<file path="config.mk">
export PLATFORM = sky130hd
export DESIGN_NAME = magnet_sequencer
export DESIGN_NICKNAME = d
export VERILOG_FILES = /design/src/rtl/magnet_pkg.sv /design/src/rtl/presence_filter.sv /design/src/rtl/magnet_sequencer.sv
export SDC_FILE = /design/constraint.sdc
export NUM_CORES = 1
export LEC_CHECK = 0
export CAP_MARGIN = 20
export CORE_MARGIN = 3
export CORE_UTILIZATION = 50
export DETAILED_ROUTE_END_ITERATION = 10
export HOLD_SLACK_MARGIN = 0.15
export PLACE_DENSITY = 0.79
export SETUP_SLACK_MARGIN = 0.15
export SLEW_MARGIN = 20
export SYNTH_ARGS = -nofsm -noshare
export SYNTH_HDL_FRONTEND = slang
export SYNTH_SLANG_ARGS = --single-unit
</file>
<file path="constraint.sdc">
create_clock -name clk -period 3.1 [get_ports clk]
set_clock_uncertainty 0.1 [all_clocks]
set_input_delay 0.62 -clock clk [delete_from_list [all_inputs] [get_ports clk]]
set_output_delay 0.62 -clock clk [all_outputs]
set_load 0.02 [all_outputs]
</file>
<file path="src/rtl/magnet_pkg.sv">
// Shared types and defaults for the magnet pick/release sequencer.
package magnet_pkg;

    typedef enum logic [2:0] {
        ST_IDLE,
        ST_ENERGIZE,
        ST_RETRY_GAP,
        ST_CARRY,
        ST_RELEASE,
        ST_FAULT
    } state_t;

    localparam int DEF_LATCH_TIMEOUT  = 1000;
    localparam int DEF_RELEASE_CYCLES = 500;
    localparam int DEF_DEBOUNCE       = 4;
    localparam int DEF_MAX_RETRY      = 3;

    localparam logic [4:0] PICK_NODE_0 = 5'd10;
    localparam logic [4:0] PICK_NODE_1 = 5'd11;
    localparam logic [4:0] PICK_NODE_2 = 5'd22;
    localparam logic [4:0] PICK_NODE_3 = 5'd23;

    typedef struct packed {
        logic o1;
        logic o2;
        logic hold;
        logic carrying;
        logic fault;
    } drive_t;

    function automatic logic is_pick_node(input logic [4:0] n);
        return (n == PICK_NODE_0) || (n == PICK_NODE_1) ||
               (n == PICK_NODE_2) || (n == PICK_NODE_3);
    endfunction

    function automatic logic is_timed(input state_t s);
        return (s == ST_ENERGIZE) || (s == ST_RETRY_GAP) || (s == ST_RELEASE);
    endfunction

    // Coil and status levels for each state; o1 and o2 are never set together.
    function automatic drive_t state_drive(input state_t s);
        drive_t d;
        d = '0;
        case (s)
            ST_ENERGIZE:  begin d.o1 = 1'b1; d.hold = 1'b1; end
            ST_RETRY_GAP: begin d.hold = 1'b1; end
            ST_CARRY:     begin d.o1 = 1'b1; d.carrying = 1'b1; end
            ST_RELEASE:   begin d.o2 = 1'b1; d.hold = 1'b1; end
            ST_FAULT:     begin d.hold = 1'b1; d.fault = 1'b1; end
            default:      d = '0;
        endcase
        return d;
    endfunction

endpackage

</file>
<file path="src/rtl/presence_filter.sv">
// Debounce for the proximity sensor: a new level is accepted on the DEBOUNCE-th
// consecutive sample that differs from the current accepted level.
module presence_filter
    import magnet_pkg::*;
#(
    parameter int DEBOUNCE = DEF_DEBOUNCE
) (
    input  logic clk,
    input  logic rst,
    input  logic sample,
    output logic filtered
);

    localparam int CW = (DEBOUNCE > 1) ? $clog2(DEBOUNCE) : 1;
    localparam logic [CW-1:0] CNT_LAST = CW'(DEBOUNCE - 1);

    logic          stable;
    logic [CW-1:0] cnt;
    logic          accept;

    // The accepting sample itself counts, so the consumer sees the change on that edge.
    assign accept   = (sample != stable) && (cnt == CNT_LAST);
    assign filtered = accept ? sample : stable;

    always_ff @(posedge clk) begin
        if (rst) begin
            stable <= 1'b0;
            cnt    <= '0;
        end else if (sample == stable) begin
            cnt <= '0;
        end else if (accept) begin
            stable <= sample;
            cnt    <= '0;
        end else begin
            cnt <= cnt + CW'(1);
        end
    end

endmodule

</file>
<file path="src/rtl/magnet_sequencer.sv">
// Electromagnet pick/carry/release sequencer with latch retries and a fault latch.
module magnet_sequencer
    import magnet_pkg::*;
#(
    parameter int LATCH_TIMEOUT  = DEF_LATCH_TIMEOUT,
    parameter int RELEASE_CYCLES = DEF_RELEASE_CYCLES,
    parameter int DEBOUNCE       = DEF_DEBOUNCE,
    parameter int MAX_RETRY      = DEF_MAX_RETRY
) (
    input  logic       clk,
    input  logic       rst,
    input  logic       node_valid,
    input  logic [4:0] node,
    input  logic       obj_near,
    input  logic       delatch,
    input  logic       fault_clr,
    output logic       o1,
    output logic       o2,
    output logic       hold,
    output logic       carrying,
    output logic       done,
    output logic       lost,
    output logic       fault
);

    localparam int TMAX = (LATCH_TIMEOUT > RELEASE_CYCLES) ? LATCH_TIMEOUT : RELEASE_CYCLES;
    localparam int TW   = $clog2(TMAX + 1);
    localparam int RW   = $clog2(MAX_RETRY + 1);

    localparam logic [TW-1:0] LATCH_LAST = TW'(LATCH_TIMEOUT - 1);
    localparam logic [TW-1:0] REL_LAST   = TW'(RELEASE_CYCLES - 1);
    localparam logic [RW-1:0] RETRY_MAX  = RW'(MAX_RETRY);

    state_t        state, state_nxt;
    logic [TW-1:0] timer;
    logic [RW-1:0] retry_cnt, retry_nxt;
    logic          obj_filt;
    logic          done_nxt, lost_nxt;
    drive_t        drv;

    presence_filter #(.DEBOUNCE(DEBOUNCE)) u_filter (
        .clk      (clk),
        .rst      (rst),
        .sample   (obj_near),
        .filtered (obj_filt)
    );

    // delatch outranks sensing and timeout in every state where it is honoured.
    always_comb begin
        state_nxt = state;
        retry_nxt = retry_cnt;
        done_nxt  = 1'b0;
        lost_nxt  = 1'b0;
        case (state)
            ST_IDLE: begin
                if (node_valid && is_pick_node(node)) begin
                    state_nxt = ST_ENERGIZE;
                    retry_nxt = '0;
                end
            end
            ST_ENERGIZE: begin
                if (delatch) begin
                    state_nxt = ST_RELEASE;
                end else if (obj_filt) begin
                    state_nxt = ST_CARRY;
                end else if (timer == LATCH_LAST) begin
                    retry_nxt = (retry_cnt == RETRY_MAX) ? retry_cnt : retry_cnt + RW'(1);
                    state_nxt = (retry_nxt == RETRY_MAX) ? ST_FAULT : ST_RETRY_GAP;
                end
            end
            ST_RETRY_GAP: begin
                if (delatch)                state_nxt = ST_RELEASE;
                else if (timer == REL_LAST) state_nxt = ST_ENERGIZE;
            end
            ST_CARRY: begin
                if (delatch) begin
                    state_nxt = ST_RELEASE;
                end else if (!obj_filt) begin
                    state_nxt = ST_IDLE;
                    lost_nxt  = 1'b1;
                end
            end
            ST_RELEASE: begin
                if (timer == REL_LAST) begin
                    state_nxt = ST_IDLE;
                    done_nxt  = 1'b1;
                end
            end
            ST_FAULT: begin
                if (fault_clr) state_nxt = ST_IDLE;
            end
            default: state_nxt = ST_IDLE;
        endcase
    end

    always_ff @(posedge clk) begin
        if (rst) begin
            state     <= ST_IDLE;
            timer     <= '0;
            retry_cnt <= '0;
            drv       <= '0;
            done      <= 1'b0;
            lost      <= 1'b0;
        end else begin
            state     <= state_nxt;
            retry_cnt <= retry_nxt;
            // Timer runs only in timed states and restarts on every state change.
            if ((state_nxt != state) || !is_timed(state)) timer <= '0;
            else                                          timer <= timer + TW'(1);
            drv  <= state_drive(state_nxt);
            done <= done_nxt;
            lost <= lost_nxt;
        end
    end

    assign o1       = drv.o1;
    assign o2       = drv.o2;
    assign hold     = drv.hold;
    assign carrying = drv.carrying;
    assign fault    = drv.fault;

endmodule

</file>
## Yosys cells after proc, flatten, opt, wreduce, memory -nomap -nowiden

Cells that the tools add are included.
Widths: inputs -> output; s select.

| cells by class | value |
|---|---|
| $add $sub $neg | 3 |
| equality and inequality tests | 26 |
| mux-type cells | 26 |
| bitwise gates (word level) | 2 |
| reductions and logical operators | 18 |

Operators by type and width:

| cell | count |
|---|---|
| $mux 3 | 11 |
| $pmux 3 s6 | 1 |
| $eq 3x2->1 const B | 4 |
| $eq 3x3->1 const B | 4 |
| $add 10x1->10 const B | 1 |
| $eq 10x10->1 const B | 1 |
| $eq 10x9->1 const B | 1 |
| $eq 5x4->1 const B | 2 |
| $eq 5x5->1 const B | 2 |
| $mux 2 | 5 |
| $mux 1 | 8 |
| $ne 2x2->1 const B | 4 |
| $eq 2x2->1 const B | 3 |
| $eq 3x1->1 const B | 2 |
| $logic_or 1x1->1 | 6 |
| $reduce_or 2->1 | 3 |
| $reduce_or 3->1 | 2 |
| $reduce_and 5->1 | 1 |
| $add 2x1->2 const B | 2 |
| $pmux 2 s2 | 1 |
| $reduce_or 4->1 | 1 |
| $logic_not 3->1 | 1 |
| $ne 3x3->1 | 1 |
| $logic_and 1x1->1 | 2 |
| other kinds (5) | 6 |

| storage, ports and cells | value |
|---|---|
| register bits | 25 |
| input port bits | 11 |
| output and inout bits | 7 |

## Logic depth before layout (Yosys ltp)

Gate-level depths: netlist of run 1.

| logic depth | value |
|---|---|
| depth in word-level cells | 11 |
| mapped depth | 7 |
| gate-level depth less buffers | 7 |

## Hierarchy

A second synthesis of run 1 with hierarchy kept.

| second synthesis, totals | value |
|---|---|
| cells, all modules | 127 |
| area, all modules | 1202.4 um^2 |

By module, submodules not included:

| module | instances | cells an instance | area an instance (um^2) | sequential area each (um^2) |
|---|---|---|---|---|
| magnet_sequencer | 1 | 118 | 1071.0 | 440.4 |
| presence_filter | 1 | 9 | 131.4 | 60.1 |

## Worst setup path before layout of run 1

No wires, ideal clock.

| timing | value |
|---|---|
| path kind | input to register |
| from | in obj_near |
| to | reg drv, in the netlist hold |
| library setup time | 116 ps |
| data arrival time | 1775 ps |
| required time | 2884 ps |
| path slack | 1109 ps |
| stages | 6 |
| path buffers | 0 |
| cells stage by stage | mux2i_1 a21oi_2 o21ai_2 or2b_2 and2b_4 a31o_1 |

| on the way | value |
|---|---|
| word-level cells in the longest chain between the ends | 9 |
| elaborated cells on any way between the ends | 14 |
| those cells by class | 5 x eq/ne; 7 x mux; 2 x reduce/logical |

Ends and longest elaborated chain:

| element | line | text |
|---|---|---|
| start: declaration | magnet_sequencer.sv:14 | `input logic obj_near,` |
| $ne 1x1->1 | presence_filter.sv:22 | `assign accept = (sample != stable) && (cnt == CNT_LAST);` |
| $logic_and 1x1->1 | presence_filter.sv:22 |  |
| $mux 1 (*) | presence_filter.sv:23 | `assign filtered = accept ? sample : stable;` |
| $mux 3, on equally long branches | magnet_sequencer.sv:78, magnet_sequencer.sv:64 |  |
| $mux 3, on equally long branches | magnet_sequencer.sv:76, magnet_sequencer.sv:62 |  |
| $pmux 3 s6 (*) | magnet_sequencer.sv:54 | `case (state)` |
| $eq 3x1->1, or another cell as far along | magnet_pkg.sv:44 | `case (s)` |
| $reduce_or 4->1 (no line) (*) | -- |  |
| $mux 1 (*) | magnet_pkg.sv:44 |  |
| end signal: assignment | magnet_sequencer.sv:110 | `drv <= state_drive(state_nxt);` |
| end: declaration | magnet_sequencer.sv:39 | `drive_t drv;` |

Mark *: on every way between the ends. The rest lies on a longest branch, timed or not.
A chain may end at the register's enable or synchronous reset.

## Worst setup path after layout of run 1

| timing | value |
|---|---|
| from | in delatch |
| to | reg timer[6] |

| on the way | value |
|---|---|
| word-level cells in the longest chain between the ends | 5 |
| elaborated cells on any way between the ends | 7 |
| those cells by class | 1 x eq/ne; 4 x mux; 2 x reduce/logical |

Ends and longest elaborated chain:

| element | line | text |
|---|---|---|
| start: declaration | magnet_sequencer.sv:15 | `input logic delatch,` |
| $mux 3, on equally long branches | magnet_sequencer.sv:76, magnet_sequencer.sv:62, magnet_sequencer.sv:72 |  |
| $pmux 3 s6 (*) | magnet_sequencer.sv:54 |  |
| $ne 3x3->1 (*) | magnet_sequencer.sv:108 | `if ((state_nxt != state) \|\| !is_timed(state)) timer <= '0;` |
| $logic_or 1x1->1 (*) | magnet_sequencer.sv:108 |  |
| $reduce_or 2->1 (no line) (*) | -- |  |
| end signal: assignment | magnet_sequencer.sv:109 | `else timer <= timer + TW'(1);` |
| end: declaration | magnet_sequencer.sv:35 | `logic [TW-1:0] timer;` |

Marked as above.

==> flow_metrics.tcl, run 1 <==
set metrics [dict create \
    io_pins 18 \
    finalSetupViolCount 0 \
    layout.nets 161 \
    crit_type "input port to flip-flop" \
    dp_cells 171 \
    cts.root.buffer_cell "clkbuf_4" \
    p_leak_nw 0.460 \
    cts.sinks 25 \
    syn_to_final_growth_pct 16.1 \
    synth-main-ff-cell "dfxtp_1" \
    multi_input_area_um2 658 \
    worst_pin_slew_ns 0.457 \
    clock.fmax_mhz 420 \
    fp.dieW_um 55.2 \
    layout_commonest_cell "dfxtp_1" \
    synth_area_um2 1210 \
    synthCells 130 \
    relSlewSlack 0.691 \
    cp_slowest_stage_delay_ns 0.49 \
    cts_max_level 1 \
    power.density_nw_per_um2 363 \
    cts_buffers 3 \
    cp_max_fo 9 \
    drive_gt1_frac 0.122 \
    rr_worst_depth 7 \
    synth_cell_types 47 \
    ys_seq_elements 25 \
    synth_nets 143 \
    cp.required_ns 3.25 \
    die_h_um 55.2 \
    regArea_um2 500 \
    vias 943 \
    cpMaxStageDelayCell "clkdlybuf4s50_1" \
    core_area_um2 2250 \
    grt_max_degree 16 \
    start_util 0.537 \
    critPathCaptureType "flip-flop" \
    pwr-share-comb 0.076 \
    hold_violations 0 \
    fin_crit_sh 0.769 \
    cts_max_path_buffers 2 \
    insertion_delay_ns 0.31 \
    worst_hold_slack_ns 0.331 \
    cp-start-kind "input port" \
    antenna_found_initial 0 \
    remaining_drc_errors 0 \
    io_buffer_count 16 \
    cts_resized 0 \
    track_usage 0.151 \
    grt_pass1_wl_um 3880 \
    grt_pass1_vias 896 \
    p_sw_w 0.000113 \
    cts_hold_buf 0 \
    routabilityCongestion 0.874 \
    final_cell_mix "25 x dfxtp_1, 20 x nor2_1, 16 x clkdlybuf4s50_1, 7 x nand2_1, 7 x xnor2_1" \
    grt_overflow 0 \
    cts_tree "yes" \
    ir_drop_mv 0.277 \
    fin_crit_ns 2.38 \
    hold_path_class "flip-flop to flip-flop" \
    post_cts_buffers 0 \
    cp.arrival_ns 2.53 \
    yosysSeqAreaShare 0.413 \
    p_sw_frac 0.222 \
    setup_ws_ns 0.717 \
    routedWlPerCell_um 12.3 \
    synth_edf_count 0 \
    dieArea_um2 3050 \
    place_ws_ns 0.378 \
    clk_pin_slew_ns 0.13 \
    fillCellCount 217 \
    status "finished, final reports clean" \
    finalNonFillerCells 175 \
    clkPwrFrac 0.280 \
    num_antenna_cells 0 \
    place_hpwl_um 1670 \
    fin_tns_setup_ns 0 \
    hold_depth 1 \
    postRouteAntennaNets 0 \
    avgViaCountPerCell 5.39 \
    maxCapViolCount 0 \
    async_reset_ff_frac 0 \
    crit_chain "clkdlybuf4s50_1, nor2b_1, o21a_1, a31o_2, o41ai_1, nand2_2, nor2_1" \
    rrSetupSlack_ns 0.89 \
    avgSynthCellArea_um2 9.32 \
    p_seq_frac 0.644 \
    rsz0062_at_grt "false" \
    routed_wirelength_um 2150 \
    slew_violations 0 \
    firstDrtPassIters 4 \
    drt_iter0_markers 16 \
    yosysWarnings 0 \
    rows 17 \
    p_int_w 0.000397 \
]
power groups by stage:
stage	clock network [W]	registers (W)	logic, W
6_report	0.000143	0.000328	0.0000389
4_1_cts	0.000151	0.000329	0.0000393
2_1_floorplan	0	0.000336	0.0000208
3_3_place_gp	0	0.000335	0.0000383
5_1_grt	0.000160	0.000330	0.0000428
3_5_place_dp	0	0.000336	0.0000392
logic make-up after synthesis:
kind of cell / synth area share
AND/OR/NAND/NOR: 0.307
flip-flops: 0.413
multiplexers: 0.0176
buffers and inverters: 0.0434
adder cells (fa/ha/maj): 0.0207
AO/OA/AOI/OAI: 0.126
XOR/XNOR: 0.0723
routing by layer:
metal  part of all wire  GRT usage  vias to the layer above
met3              0.031     0.0234                        2
li1                   -          -                      490
met4             0.0042     0.0451                        0
met5                  0          0                        -
met2               0.49      0.262                       13
met1               0.47      0.191                      438
cell type report:
class                           instances  area share
Clock buffer                            3      0.0160
Clock inverter                          1     0.00534
Inverter                                4      0.0107
Multi-Input combinational cell         97       0.468
Sequential cell                        25       0.356
Tap cell                               28      0.0249
Timing Repair Buffer                   17       0.119
registers in the layout, summed over array words and instances (netlist names):
signal and cells:
done 1, lost 1, hold 1, u_filter.stable 1, o2 1, o1 1
retry_cnt 2, timer 10, u_filter.cnt 2, fault 1, state 3, carrying 1
Yosys cell counts (2+ instances only):
| library cell | count | area, um2 |
|---|---|---|
| xor2_1 | 3 | 26.3 |
| nand2_1 | 7 | 26.3 |
| buf_6 | 3 | 33.8 |
| dfxtp_1 | 25 | 500 |
| and3_1 | 2 | 12.5 |
| or3_1 | 3 | 18.8 |
| xnor2_1 | 7 | 61.3 |
| inv_1 | 4 | 15.0 |
| nor2b_1 | 3 | 18.8 |
| nor4_1 | 3 | 18.8 |
| o21a_1 | 2 | 15.0 |
| nor2_1 | 20 | 75.1 |
| nand3_1 | 4 | 20.0 |
| nor3_1 | 3 | 15.0 |
| and2_1 | 2 | 12.5 |
| o21ai_0 | 5 | 25.0 |
| ha_1 | 2 | 25.0 |
| nor3b_1 | 2 | 15.0 |
| a31oi_1 | 2 | 12.5 |
final timing paths:
kind	startpoint	to
worst max-delay path	delatch	timer[6]
worst min-delay path	u_filter.cnt[0]	u_filter.cnt[0]
worst max register to register	timer[0]	hold
worst min register to register	u_filter.cnt[0]	u_filter.cnt[0]
through the flow:
step	instance area (um2)	utilization	power, W
after global routing	1410	0.624	0.000533
final	1410	0.624	0.000510
after CTS	1410	0.624	0.000519
after detailed placement	1380	0.610	0.000375
after floorplan	1210	-	0.000356
after global placement	1380	0.610	0.000374
worst max-delay path: cells and delay by family:
family	cells	cell delay (ns)
AND/OR/NAND/NOR	3	0.55
AO/OA/AOI/OAI	3	0.88
buffers and inverters	1	0.49
Note: power is estimated with default switching activity, not from simulation.
==> run 2, diff against run 1 <==
Settings changed: CORE_UTILIZATION 50 to 47, PLACE_DENSITY 0.79 to 0.78.
Clock period 3.1 ns to 1.96 ns, I/O delays scaled along.
==> run 2 against run 1 <==
The run now ends with setup timing left. Global-route usage is 4.4 points higher. Die area is 5.7% higher. Critical path depth stayed put. Cell count is 19% higher. First-iteration DRC count is 31% higher. Count of clock-buffer cells in the layout stayed put. Clock power is 71% higher. Core utilization is 17 points higher. Design area is 31% higher. Non-clock buffer count is 32 higher. Via count is 20% higher. Critical path type is now flip-flop to flip-flop.
==> flow_metrics.tcl, run 2 (synthesis results as in run 1) <==
set metrics [dict create \
    status "complete, but fails checks" \
    violations "setup timing" \
    vias 1128 \
    cp.required_ns 2.11 \
    critical_path.top_delay_family "simple AND/OR/NAND/NOR gates" \
    routabilityCongestion 0.848 \
    postRouteAntennaNets 0 \
    cp_max_fo 3 \
    reg2reg_to "hold" \
    cts_max_path_buffers 2 \
    track_usage 0.195 \
    p_leak_nw 0.741 \
    routedWlPerCell_um 15.0 \
    fp.dieW_um 56.8 \
    drive_gt1_frac 0.444 \
    cts_max_level 1 \
    grt_pass1_vias 1166 \
    power.total_w 0.000853 \
    dp_cells 191 \
    grt_overflow 0 \
    cts_tree "yes" \
    cts_hold_buf 0 \
    r2r_start "timer[1]" \
    syn_to_final_growth_pct 52.1 \
    hold_depth 1 \
    maxCapViolCount 0 \
    cts.sinks 25 \
    clk_pin_slew_ns 0.15 \
    fin_crit_ns 2.02 \
    ir_drop_mv 0.432 \
    io_buffer_count 16 \
    insertion_delay_ns 0.33 \
    clock.fmax_mhz 496 \
    cp-start-kind "flip-flop" \
    final_cell_mix "32 x buf_4, 18 x dfxtp_1, 16 x nor2_1, 10 x clkdlybuf4s50_1, 7 x xnor2_1" \
    place_hpwl_um 2010 \
    crit_type "flip-flop to flip-flop" \
    fillCellCount 151 \
    cts_buffers 3 \
    hold_violations 0 \
    slew_violations 0 \
    hp-start "u_filter.cnt[0]" \
    remaining_drc_errors 0 \
    worst_hold_slack_ns 0.344 \
    finalNonFillerCells 208 \
    avgViaCountPerCell 5.42 \
    dieArea_um2 3220 \
    grt_pass1_wl_um 4970 \
    rsz0062_at_grt "true" \
    setup_ws_ns -0.0579 \
    start_util 0.522 \
    critPathBufInv 0 \
    largestRegisters "timer: 10 flops, state: 3 flops" \
    fin_crit_sh 1.03 \
    layout.nets 194 \
    io_pins 18 \
    holdPathEnd "u_filter.cnt[0]" \
    power.density_nw_per_um2 463 \
    cpMaxStageDelayCell "or4_4" \
    antenna_found_initial 0 \
    cp_slowest_stage_delay_ns 0.47 \
    critPathCaptureType "flip-flop" \
    cp.arrival_ns 2.17 \
    rr_worst_depth 7 \
    top_register "timer" \
    drt_iter0_markers 21 \
    layout_commonest_cell "buf_4" \
    worst_pin_slew_ns 0.403 \
    relSlewSlack 0.731 \
    cts.root.buffer_cell "clkbuf_4" \
    die_h_um 56.8 \
    routed_wirelength_um 3120 \
    crit_chain "ha_4, nand4b_1, or4_4, a21boi_2, or2b_4, a211oi_1, a31o_1" \
    rrSetupSlack_ns -0.06 \
    rows 17 \
    firstDrtPassIters 4 \
    fin_tns_setup_ns -0.0579 \
    hold_path_class "flip-flop to flip-flop" \
    core_area_um2 2320 \
    finalSetupViolCount 1 \
    largest_reg_flops 10 \
    worst-path-stages 7 \
    num_antenna_cells 0 \
    grt_max_degree 16 \
]
## run 2: cell types whose count changed in the layout (fill, tap and decap cells not counted), sizes merged
| cell | before | now |
|---|---|---|
| clkdlybuf4s50 | 16 | 10 |
| dlygate4sd2 | 0 | 2 |
| dlymetal6s2s | 0 | 4 |
| nand2 | 8 | 9 |
| buf | 1 | 33 |
## run 2: per-stage QoR
step | cell area (um2) | util | setup WS [ns]
CTS | 1760 | 0.758 | -0.00606
global route | 1840 | 0.794 | -0.150
global placement | 1570 | 0.677 | -0.364
detailed placement | 1570 | 0.677 | -0.446
finish | 1840 | 0.794 | -0.0579
floorplan | 1250 | - | 0.0776
## run 2: what timing repair did
item | 4_1_cts | 5_1_grt
buffers inserted | 7 | 5
cloned | 1 | 0
resized for setup | 25 | 16
endpoints found under the hold margin | 0 | 0
endpoints found under the setup margin | 17 | 23
pin swaps | 15 | 6
## run 2: cell type report
class,instances,area (um2),share of cell area
Tap cell,28,35.0,0.0190
Clock inverter,1,7.51,0.00408
Inverter,4,15.0,0.00815
Timing Repair Buffer,49,419,0.228
Clock buffer,3,22.5,0.0122
Sequential cell,25,514,0.279
Multi-Input combinational cell,98,828,0.450
## run 2: worst max-delay path by stage
stage | startpoint | endpoint | slack, ns
6_report | timer[1] | hold | -0.06
5_1_grt | timer[1] | hold | -0.15
4_1_cts | timer[1] | hold | -0.006
3_5_place_dp | delatch | timer[8] | -0.45
3_3_place_gp | delatch | timer[2] | -0.36
2_1_floorplan | timer[1] | hold | 0.08
## run 2: worst register-to-register path: stages (launching register included)
cell and delay, ns:
dfxtp_2 0.39, ha_4 0.14, nand4b_1 0.15, or4_4 0.47, a21boi_2 0.26, or2b_4 0.17, a211oi_1 0.04, a31o_1 0.20
## run 2: power breakdown
group,switching (W),internal [W]
Sequential,0.00000499,0.000513
Clock,0.000165,0.0000782
Combinational,0.0000392,0.0000528
Total,0.000210,0.000644
## run 2: per-layer routing
| metal | vias to the layer above | wire (um) | track usage |
|---|---|---|---|
| li1 | 559 | - | - |
| met1 | 538 | 1280 | 0.204 |
| met2 | 22 | 1630 | 0.361 |
| met3 | 9 | 115 | 0.0345 |
| met4 | 0 | 101 | 0.106 |
| met5 | - | 0 | 0 |
==> run 3, diff against run 2 <==
Settings changed: SKIP_LAST_GASP set to 1.
==> run 3 against run 2 <==
The flow still finishes with violations (setup timing). Die area did not move. Register-to-register slack about the same. Design area decreased by 0.20%. Critical endpoint unchanged. Largest cell class unchanged.
==> flow_metrics.tcl, run 3 (synthesis results as in run 1) <==
set metrics [dict create \
    fin_crit_sh 1.03 \
    slew_violations 0 \
    cp.arrival_ns 2.17 \
    hold_violations 0 \
    violations "setup timing" \
    grt_overflow 0 \
    remaining_drc_errors 0 \
    ir_drop_mv 0.431 \
    io_pins 18 \
    setup_ws_ns -0.0569 \
    avgViaCountPerCell 5.42 \
    num_antenna_cells 0 \
    start_util 0.522 \
    rsz0062_at_grt "true" \
    crit_type "flip-flop to flip-flop" \
    power.density_nw_per_um2 464 \
    routedWlPerCell_um 15.0 \
    drt_iter0_markers 21 \
    cp-startpoint "timer[1]" \
    routabilityCongestion 0.848 \
    p_leak_nw 0.741 \
    critPathCaptureType "flip-flop" \
    cts_tree "yes" \
    status "complete, but fails checks" \
    insertion_delay_ns 0.33 \
    routed_wirelength_um 3120 \
    io_buffer_count 16 \
    grt_pass1_wl_um 4970 \
    rows 17 \
    clock.fmax_mhz 496 \
    finalSetupViolCount 3 \
    layout.nets 194 \
    dieArea_um2 3220 \
    layout_commonest_cell "buf_4" \
    cts_buffers 3 \
    cts_hold_buf 0 \
    final_cell_mix "32 x buf_4, 18 x dfxtp_1, 16 x nor2_1, 10 x clkdlybuf4s50_1, 7 x xnor2_1" \
    maxCapViolCount 0 \
    die_h_um 56.8 \
    largest_reg_flops 10 \
    fp.dieW_um 56.8 \
    hold_path_class "flip-flop to flip-flop" \
    clk_pin_slew_ns 0.15 \
    relSlewSlack 0.721 \
    fin_util 0.793 \
    r2r_start "timer[1]" \
    syn_to_final_growth_pct 51.8 \
    firstDrtPassIters 4 \
    core_area_um2 2320 \
    largestRegisters "timer: 10 flops, state: 3 flops" \
    antenna_found_initial 0 \
    cts_max_path_buffers 2 \
    place_hpwl_um 2010 \
    drive_gt1_frac 0.439 \
    top_register "timer" \
    cts.sinks 25 \
    cts_max_level 1 \
    grt_pass1_vias 1164 \
    cts.root.buffer_cell "clkbuf_4" \
    hp-start "u_filter.cnt[0]" \
    fin_crit_ns 2.02 \
    postRouteAntennaNets 0 \
    cp_max_fo 4 \
    fillCellCount 148 \
    grt_max_degree 16 \
    cp.required_ns 2.11 \
    vias 1128 \
    fin_tns_setup_ns -0.0858 \
    track_usage 0.195 \
    cp-start-kind "flip-flop" \
    worst_pin_slew_ns 0.417 \
]
run 3: cell count changes in the layout (fill, tap and decap cells not counted):
cell / change
o21ai_2: -1
o21ai_1: +1
run 3: timing repair:
action / CTS / global route
hold endpoints to repair: 0 / 0
setup buffers: 7 / 5
resized for setup: 25 / 15
pin swaps: 14 / 7
endpoints found under the setup margin: 17 / 23
gates cloned: 1 / 0
run 3: worst max-delay path, stage by stage (launching register included):
cell	delay, ns
dfxtp_2	0.39
ha_4	0.14
nand4b_1	0.16
or4_4	0.48
o21ai_2	0.12
and4_4	0.27
a211oi_1	0.08
a31o_1	0.20
run 3: through the flow:
stage               cell area (um2)  hold slack [ns]  std cells  power [W]  worst slack (ns)
floorplan                      1250            0.297        130   0.000565            0.0776
global placement               1570            0.304        191   0.000601            -0.364
detailed placement             1570            0.315        191   0.000603            -0.446
CTS                            1760            0.344        203   0.000846          -0.00606
global route                   1840            0.376        208   0.000888            -0.151
finish                         1840            0.344        208   0.000852           -0.0569
run 3: power by group:
part / leakage (nW) / internal [W] / switching (W)
clock: 0.0139 / 0.0000783 / 0.000165
sequential: 0.206 / 0.000513 / 0.00000472
combinational: 0.521 / 0.0000525 / 0.0000392
run 3: layout make-up:
type | count | area [um2] | area share
clock inverter | 1 | 7.51 | 0.00408
tap | 28 | 35.0 | 0.0191
multi-input combinational | 98 | 825 | 0.449
inverter | 4 | 15.0 | 0.00817
clock buffer | 3 | 22.5 | 0.0123
timing repair buffer | 49 | 419 | 0.228
sequential | 25 | 514 | 0.280
run 3: path summary, 6_finish.rpt:
path / to / slack (ns) / depth (start not counted)
max: hold / -0.06 / 7
min: u_filter.cnt[0] / 0.34 / 1
max reg2reg: hold / -0.06 / 7
min reg2reg: u_filter.cnt[0] / 0.34 / 1
run 3: routing by layer:
layer  vias up  track usage  part of all wire
met3         9       0.0345             0.040
met2        21        0.361              0.52
li1        560            -                 -
met1       538        0.204              0.40
met5         -            0                 0
met4         0        0.106             0.032
